[src/rtl/branch_cond_fifo_pkg.sv]
// Shared constants for the branch-condition evaluator: condition-kind encodings and stats width.
// No logic; pure definitions.
// Imported by the interface, the FIFO wrapper top and the bench.
package branch_cond_pkg;

  localparam int COND_KIND_W = 3;

  localparam logic [COND_KIND_W-1:0] COND_EQ     = 3'd0;
  localparam logic [COND_KIND_W-1:0] COND_NE     = 3'd1;
  localparam logic [COND_KIND_W-1:0] COND_LTZ    = 3'd2;
  localparam logic [COND_KIND_W-1:0] COND_GEZ    = 3'd3;
  localparam logic [COND_KIND_W-1:0] COND_GTZ    = 3'd4;
  localparam logic [COND_KIND_W-1:0] COND_LEZ    = 3'd5;
  localparam logic [COND_KIND_W-1:0] COND_ALWAYS = 3'd6;
  localparam logic [COND_KIND_W-1:0] COND_NEVER  = 3'd7;

  localparam int STAT_W = 16;

endpackage

[src/rtl/branch_cond_fifo_if.sv]
// Request/result handshake bundle between the EX-stage operand bus and PC-select.
// Signals only; no latency of its own.
// Valid/ready on both the request side (in_*) and the result side (out_*).
interface branch_cond_fifo_if #(
  parameter int DATA_W = 32,
  parameter int TAG_W  = 8
);
  import branch_cond_pkg::*;

  logic                   in_valid;
  logic                   in_ready;
  logic [COND_KIND_W-1:0] in_kind;
  logic [DATA_W-1:0]      in_a;
  logic [DATA_W-1:0]      in_b;
  logic [TAG_W-1:0]       in_tag;

  logic                   out_valid;
  logic                   out_ready;
  logic                   out_taken;
  logic [TAG_W-1:0]       out_tag;

  // Requester / result consumer side
  modport master (
    output in_valid, in_kind, in_a, in_b, in_tag, out_ready,
    input  in_ready, out_valid, out_taken, out_tag
  );

  // Evaluator side
  modport slave (
    input  in_valid, in_kind, in_a, in_b, in_tag, out_ready,
    output in_ready, out_valid, out_taken, out_tag
  );

endinterface

[src/rtl/cond_fifo.sv]
// Generic result FIFO: DEPTH entries of WIDTH bits, separate occupancy count, flush clears all.
// Write visible at the output one cycle after the push edge; no bypass.
// push/pop are qualified internally by full/empty; flush overrides both, rst overrides flush.
module cond_fifo #(
  parameter int WIDTH = 9,
  parameter int DEPTH = 4
) (
  input  logic                       clk,
  input  logic                       rst,
  input  logic                       flush_i,
  input  logic                       push_i,
  input  logic [WIDTH-1:0]           wdat_i,
  input  logic                       pop_i,
  output logic [WIDTH-1:0]           rdat_o,
  output logic                       full_o,
  output logic                       empty_o,
  output logic [$clog2(DEPTH+1)-1:0] count_o
);

  localparam int PW = $clog2(DEPTH);
  localparam int CW = $clog2(DEPTH+1);

  logic [WIDTH-1:0] mem_q [DEPTH];
  logic [PW-1:0]    wr_ptr_q, wr_ptr_d;
  logic [PW-1:0]    rd_ptr_q, rd_ptr_d;
  logic [CW-1:0]    count_q, count_d;
  logic             push_ok, pop_ok;

  assign full_o  = (count_q == CW'(DEPTH));
  assign empty_o = (count_q == '0);
  assign count_o = count_q;

  // An empty FIFO presents zeros so the head payload has a defined value without resetting storage.
  assign rdat_o  = empty_o ? '0 : mem_q[rd_ptr_q];

  assign push_ok = push_i && !full_o && !flush_i;
  assign pop_ok  = pop_i && !empty_o && !flush_i;

  // Next-state pointers and count; flush collapses everything back to the empty state.
  always_comb begin
    wr_ptr_d = wr_ptr_q;
    rd_ptr_d = rd_ptr_q;
    count_d  = count_q;
    if (flush_i) begin
      wr_ptr_d = '0;
      rd_ptr_d = '0;
      count_d  = '0;
    end else begin
      if (push_ok) wr_ptr_d = wr_ptr_q + PW'(1);
      if (pop_ok)  rd_ptr_d = rd_ptr_q + PW'(1);
      case ({push_ok, pop_ok})
        2'b10:   count_d = count_q + CW'(1);
        2'b01:   count_d = count_q - CW'(1);
        default: count_d = count_q;
      endcase
    end
  end

  // Pointer and occupancy registers.
  always_ff @(posedge clk) begin
    if (rst) begin
      wr_ptr_q <= '0;
      rd_ptr_q <= '0;
      count_q  <= '0;
    end else begin
      wr_ptr_q <= wr_ptr_d;
      rd_ptr_q <= rd_ptr_d;
      count_q  <= count_d;
    end
  end

  // Entry storage, written on accepted pushes only; deliberately not reset.
  always_ff @(posedge clk) begin
    if (push_ok) mem_q[wr_ptr_q] <= wdat_i;
  end

endmodule

[src/rtl/branch_cond_fifo.sv]
// Branch-condition evaluator: decodes one of eight kinds on operand A/B, queues {taken, tag}.
// Result visible on out_* one cycle after the accept edge (no bypass).
// in_ready drops when full or flushing; BRANCH_COND_STATS_EN adds saturating accept/taken counters.
module branch_cond_fifo
  import branch_cond_pkg::*;
#(
  parameter int DATA_W = 32,
  parameter int TAG_W  = 8,
  parameter int DEPTH  = 4
) (
  input  logic                       clk,
  input  logic                       rst,
  input  logic                       flush_i,
  branch_cond_fifo_if.slave          bus,
  output logic [$clog2(DEPTH+1)-1:0] count_o
`ifdef BRANCH_COND_STATS_EN
  ,
  output logic [STAT_W-1:0]          stat_total_o,
  output logic [STAT_W-1:0]          stat_taken_o
`endif
);

  localparam int WIDTH = TAG_W + 1;

  logic [DATA_W-1:0] op_a, op_b;
  logic              a_neg, a_zero;
  logic              cond_taken;
  logic              accept, pop;
  logic              full, empty;
  logic [WIDTH-1:0]  head;

  assign op_a   = bus.in_a;
  assign op_b   = bus.in_b;
  assign a_neg  = op_a[DATA_W-1];
  assign a_zero = (op_a == '0);

  // Condition decode; the compare-to-zero kinds only need the sign bit and a zero detect.
  always_comb begin
    cond_taken = 1'b0;
    case (bus.in_kind)
      COND_EQ:     cond_taken = (op_a == op_b);
      COND_NE:     cond_taken = (op_a != op_b);
      COND_LTZ:    cond_taken = a_neg;
      COND_GEZ:    cond_taken = !a_neg;
      COND_GTZ:    cond_taken = !a_neg && !a_zero;
      COND_LEZ:    cond_taken = a_neg || a_zero;
      COND_ALWAYS: cond_taken = 1'b1;
      default:     cond_taken = 1'b0;
    endcase
  end

  assign bus.in_ready  = !full && !flush_i;
  assign bus.out_valid = !empty;
  assign accept        = bus.in_valid && bus.in_ready;
  assign pop           = bus.out_valid && bus.out_ready;
  assign {bus.out_taken, bus.out_tag} = head;

  cond_fifo #(
    .WIDTH (WIDTH),
    .DEPTH (DEPTH)
  ) u_fifo (
    .clk     (clk),
    .rst     (rst),
    .flush_i (flush_i),
    .push_i  (accept),
    .wdat_i  ({cond_taken, bus.in_tag}),
    .pop_i   (pop),
    .rdat_o  (head),
    .full_o  (full),
    .empty_o (empty),
    .count_o (count_o)
  );

`ifdef BRANCH_COND_STATS_EN
  logic [STAT_W-1:0] stat_total_q, stat_taken_q;

  assign stat_total_o = stat_total_q;
  assign stat_taken_o = stat_taken_q;

  // Saturating accept/taken counters; only rst clears them, flush leaves history intact.
  always_ff @(posedge clk) begin
    if (rst) begin
      stat_total_q <= '0;
      stat_taken_q <= '0;
    end else if (accept) begin
      if (stat_total_q != '1) stat_total_q <= stat_total_q + STAT_W'(1);
      if (cond_taken && (stat_taken_q != '1)) stat_taken_q <= stat_taken_q + STAT_W'(1);
    end
  end
`endif

endmodule

[src/flat_wrapper.sv]
// flat-port wrapper written by rule: the top's interface ports become plain ports
module branch_cond_fifo_flat import branch_cond_pkg::*;
#(
  parameter int DATA_W = 32,
  parameter int TAG_W  = 8,
  parameter int DEPTH  = 4
)
  (clk, rst, flush_i, count_o, bus_in_valid, bus_in_kind, bus_in_a, bus_in_b, bus_in_tag, bus_out_ready, bus_in_ready, bus_out_valid, bus_out_taken, bus_out_tag);
  branch_cond_fifo_if #(.DATA_W(DATA_W), .TAG_W(TAG_W)) bus_i ();
  input  logic clk;
  input  logic rst;
  input  logic flush_i;
  output logic [$clog2(DEPTH+1)-1:0] count_o;
  input wire logic [$bits(bus_i.in_valid)-1:0] bus_in_valid;
  input wire logic [$bits(bus_i.in_kind)-1:0] bus_in_kind;
  input wire logic [$bits(bus_i.in_a)-1:0] bus_in_a;
  input wire logic [$bits(bus_i.in_b)-1:0] bus_in_b;
  input wire logic [$bits(bus_i.in_tag)-1:0] bus_in_tag;
  input wire logic [$bits(bus_i.out_ready)-1:0] bus_out_ready;
  output wire logic [$bits(bus_i.in_ready)-1:0] bus_in_ready;
  output wire logic [$bits(bus_i.out_valid)-1:0] bus_out_valid;
  output wire logic [$bits(bus_i.out_taken)-1:0] bus_out_taken;
  output wire logic [$bits(bus_i.out_tag)-1:0] bus_out_tag;
  assign bus_i.in_valid = bus_in_valid;
  assign bus_i.in_kind = bus_in_kind;
  assign bus_i.in_a = bus_in_a;
  assign bus_i.in_b = bus_in_b;
  assign bus_i.in_tag = bus_in_tag;
  assign bus_i.out_ready = bus_out_ready;
  assign bus_in_ready = bus_i.in_ready;
  assign bus_out_valid = bus_i.out_valid;
  assign bus_out_taken = bus_i.out_taken;
  assign bus_out_tag = bus_i.out_tag;
  branch_cond_fifo #(.DATA_W(DATA_W), .TAG_W(TAG_W), .DEPTH(DEPTH)) u_core (.clk(clk), .rst(rst), .flush_i(flush_i), .bus(bus_i), .count_o(count_o));
endmodule
[config.mk]
export PLATFORM = sky130hd
export DESIGN_NAME = branch_cond_fifo_flat
export DESIGN_NICKNAME = d
export VERILOG_FILES = /design/src/rtl/branch_cond_fifo_pkg.sv /design/src/rtl/branch_cond_fifo_if.sv /design/src/rtl/cond_fifo.sv /design/src/rtl/branch_cond_fifo.sv /design/src/flat_wrapper.sv
export SDC_FILE = /design/constraint.sdc
export NUM_CORES = 1
export LEC_CHECK = 0
export ABC_CLOCK_PERIOD_IN_PS = 3000
export BUFFER_PORTS_ARGS = -buffer_cell sky130_fd_sc_hd__buf_2
export CAP_MARGIN = 10
export CORE_MARGIN = 3
export CORE_UTILIZATION = 48
export DETAILED_ROUTE_END_ITERATION = 10
export PLACE_DENSITY = 0.86
export SLEW_MARGIN = 0
export SYNTH_ARGS = -nofsm -noshare
export SYNTH_HDL_FRONTEND = slang
export SYNTH_SLANG_ARGS = --single-unit
[constraint.sdc]
create_clock -name clk -period 3 [get_ports clk]
set_clock_uncertainty 0.2 [all_clocks]
set_input_delay 0.15 -clock clk [delete_from_list [all_inputs] [get_ports clk]]
set_output_delay 0.15 -clock clk [all_outputs]
set_load 0.05 [all_outputs]
==> results.toml <==
[synth]
synth-compound-area-share_pct = 1.59
synth.avg_cell_area_um2 = 13.7
synthAdderAreaFrac_pct = 3.61
synth_mux_area_share_pct = 9.80
synth_xor_area_share_pct = 14.6
netlist_area_mm2 = 0.00228
yosysSeqAreaShare_pct = 55.2
yosysWarningCount = 0
synthCells = 167
synth_top_family_by_area = "XOR/XNOR gates"
synth_fp_nets = 253
synth_cell_types = 29
synthSimpleGateAreaFrac_pct = 13.4
ys_seq_elements = 45

[sta]
fmax_mhz = 390
worst_slack_ps = 435
hold_viol = 0
rsz0062_at_grt = "false"
tightestPinTransition_ps = 617
min_period_over_period_pct = 85.5
finalSetupViolCount = 0
period_minus_slack_ps = 2570
tns_ps = 0
relSlewSlack_pct = 58.8
drv_slew = 0

[critical_path]
crit_arrival_ps = 2590
cp_top_family = "simple AND/OR/NAND/NOR gates"
critPathSlowestCell = "nor3b_1"
path_buf_inv = 1
cp_cell_sequence = "nor3_1 > nor3b_1 > ha_1 > inv_1 > fa_1 > xor2_1 > or3_1 > a21oi_1"
required_ps = 3030
cp_max_fo = 5
start_kind = "register"
slowest_delay_ps = 440
end_kind = "register"
r2r_slack_ps = 430
timing_worst_setup_path_type = "reg -> reg"

[power_and_ir_drop]
power_density_mw_per_mm2 = 438
ir_worst_vdd_mv = 0.230
leakage_uw = 0.00121

[hold_path]
hp-class = "in -> reg"

[final_layout]
layout-drive-gt1-share_pct = 43.1
diodes = 0
area_growth_syn_to_layout_pct = 32.5
nNetsFinal = 359

[clock_tree]
post_cts_resized = 0
h-tree-depth = 2
clk_latency_ps = 290
cts_root_buffer = "clkbuf_8"
clkTransAtPathRegs_ps = 90
cts_made_buffers = 5
cts_buffer_depth = 2
cts_tree = "done"
clock-sinks = 45

[global_route]
grt_antenna_before_repair = 0
grt_start_max_net_pins = 16
grt_pass1_vias = 1697
grt_overflow = 0
grt_usage_pct = 17.9
grt_pass1_wl_um = 7270

[floorplanning]
ios = 94
start_util_pct = 51.1
die_area_mm2 = 0.00562
die_height_um = 75.0
coreArea_mm2 = 0.00447
dieWidth_um = 75.0
rows = 24

[drt]
first_pass_iters = 4
ant_nets = 0
wirelength_um = 4710
drt-initial-drc-count = 52
detail_route.wl_per_cell_um = 14.5
vias = 1676
routed_via_density = 5.14
route.detailed.drc = 0

[outcome]
status = "finished, final reports clean"

[place]
io_buffers = 93
preCtsSetupSlack_ps = 522
place_hpwl_um = 3750
gp_congestion = 0.805

[run]
max-cap-violations = 0
[state kept, by name, indices dropped and copies added (netlist names), named ones only]
| name | flops |
|---|---|
| u_core.u_fifo.mem_q | 36 |
| u_core.u_fifo.count_o | 3 |
| u_core.u_fifo.rd_ptr_q | 2 |
| u_core.u_fifo.wr_ptr_q | 2 |
[where the power goes]
| group | switching [uW] | leakage, uW | total (uW) | internal, uW |
|---|---|---|---|---|
| Combinational | 100 | 0.000761 | 191 | 90.6 |
| Sequential | 3.83 | 0.000400 | 687 | 683 |
| Clock | 198 | 0.0000543 | 447 | 249 |
| Total | 302 | 0.00121 | 1330 | 1020 |
[cells by family after synthesis]
group | after synthesis
AND/OR/NAND/NOR | 50
flip-flops | 45
XOR/XNOR | 38
buffers and inverters | 11
multiplexers | 11
AO/OA/AOI/OAI | 6
adder cells (fa/ha/maj) | 6
[placed cells by master, fill, tap and decap left out, types with 7 or more instances in the layout]
cell	count
buf_2	93
edfxtp_1	36
xor2_1	33
nor4_1	10
nor2_1	9
mux4_2	9
nor2b_1	9
dfxtp_1	9
dlygate4sd3_1	9
inv_1	7
[routing by layer]
metal | track usage [%] | vias up | part of all wire, % | wire length [um]
li1 | - | 826 | - | -
met3 | 4.81 | 10 | 6.0 | 283
met4 | 7.91 | 0 | 2.3 | 107
met2 | 33.6 | 74 | 55 | 2620
met1 | 18.3 | 766 | 36 | 1710
met5 | 0 | - | 0 | 0
[stage by stage]
| stage | cell area [um2] | total power (uW) | hold WS [ps] | cells | util, % |
|---|---|---|---|---|---|
| 2_1_floorplan | 2300 | 794 | 48.9 | 167 | - |
| 3_3_place_gp | 2820 | 880 | 168 | 309 | 63.1 |
| 3_5_place_dp | 2820 | 884 | 170 | 309 | 63.1 |
| 4_1_cts | 3030 | 1340 | 12.4 | 326 | 67.6 |
| 5_1_grt | 3030 | 1380 | 10.2 | 326 | 67.6 |
| 6_report | 3030 | 1330 | 22.1 | 326 | 67.6 |
[worst paths after layout]
path / end / depth (start not counted) / from
worst max register to register: u_core.u_fifo.count_o[2]$_SDFFE_PP0P_ / 8 / u_core.u_fifo.count_o[2]$_SDFFE_PP0P_
worst min register to register: u_core.u_fifo.count_o[1]$_SDFFE_PP0P_ / 2 / u_core.u_fifo.count_o[1]$_SDFFE_PP0P_
worst min-delay path: u_core.u_fifo.mem_q[1][8]$_DFFE_PP_ / 2 / bus_in_kind[0]
worst max-delay path: u_core.u_fifo.count_o[2]$_SDFFE_PP0P_ / 8 / u_core.u_fifo.count_o[2]$_SDFFE_PP0P_
[repair_timing]
action,CTS,global route
hold endpoints to repair,36,0
buffers inserted,0,0
hold buffers,9,0
[Yosys cell counts (all sizes together)]
| library cell | number | area, um2 |
|---|---|---|
| a21oi | 2 | 10.0 |
| a31oi | 1 | 6.26 |
| and2 | 1 | 6.26 |
| and3 | 4 | 25.0 |
| buf | 1 | 5.00 |
| clkbuf | 3 | 11.3 |
| dfxtp | 9 | 180 |
| edfxtp | 36 | 1080 |
| fa | 1 | 20.0 |
| ha | 5 | 62.6 |
| inv | 7 | 26.3 |
| mux2 | 1 | 11.3 |
| mux2i | 1 | 10.0 |
| mux4 | 9 | 203 |
| nand2 | 2 | 7.51 |
| nand3 | 2 | 10.0 |
| nand4 | 3 | 18.8 |
| nor2 | 9 | 33.8 |
| nor2b | 9 | 56.3 |
| nor3 | 3 | 15.0 |
| nor3b | 1 | 7.51 |
| nor4 | 14 | 113 |
| o21ai | 1 | 5.00 |
| o31ai | 2 | 15.0 |
| or2 | 1 | 6.26 |
| or3 | 1 | 6.26 |
| xnor2 | 5 | 43.8 |
| xor2 | 33 | 289 |
[final cells by class]
cell class	count	area, um2
clock buffers	5	68.8
clock inverters	3	46.3
fillers	320	1450
multi-input cells	111	996
repair buffers	103	563
flip-flops and latches	45	1260
inverters	7	26.3
well taps	52	65.1
(Power assumes the default switching activity.)
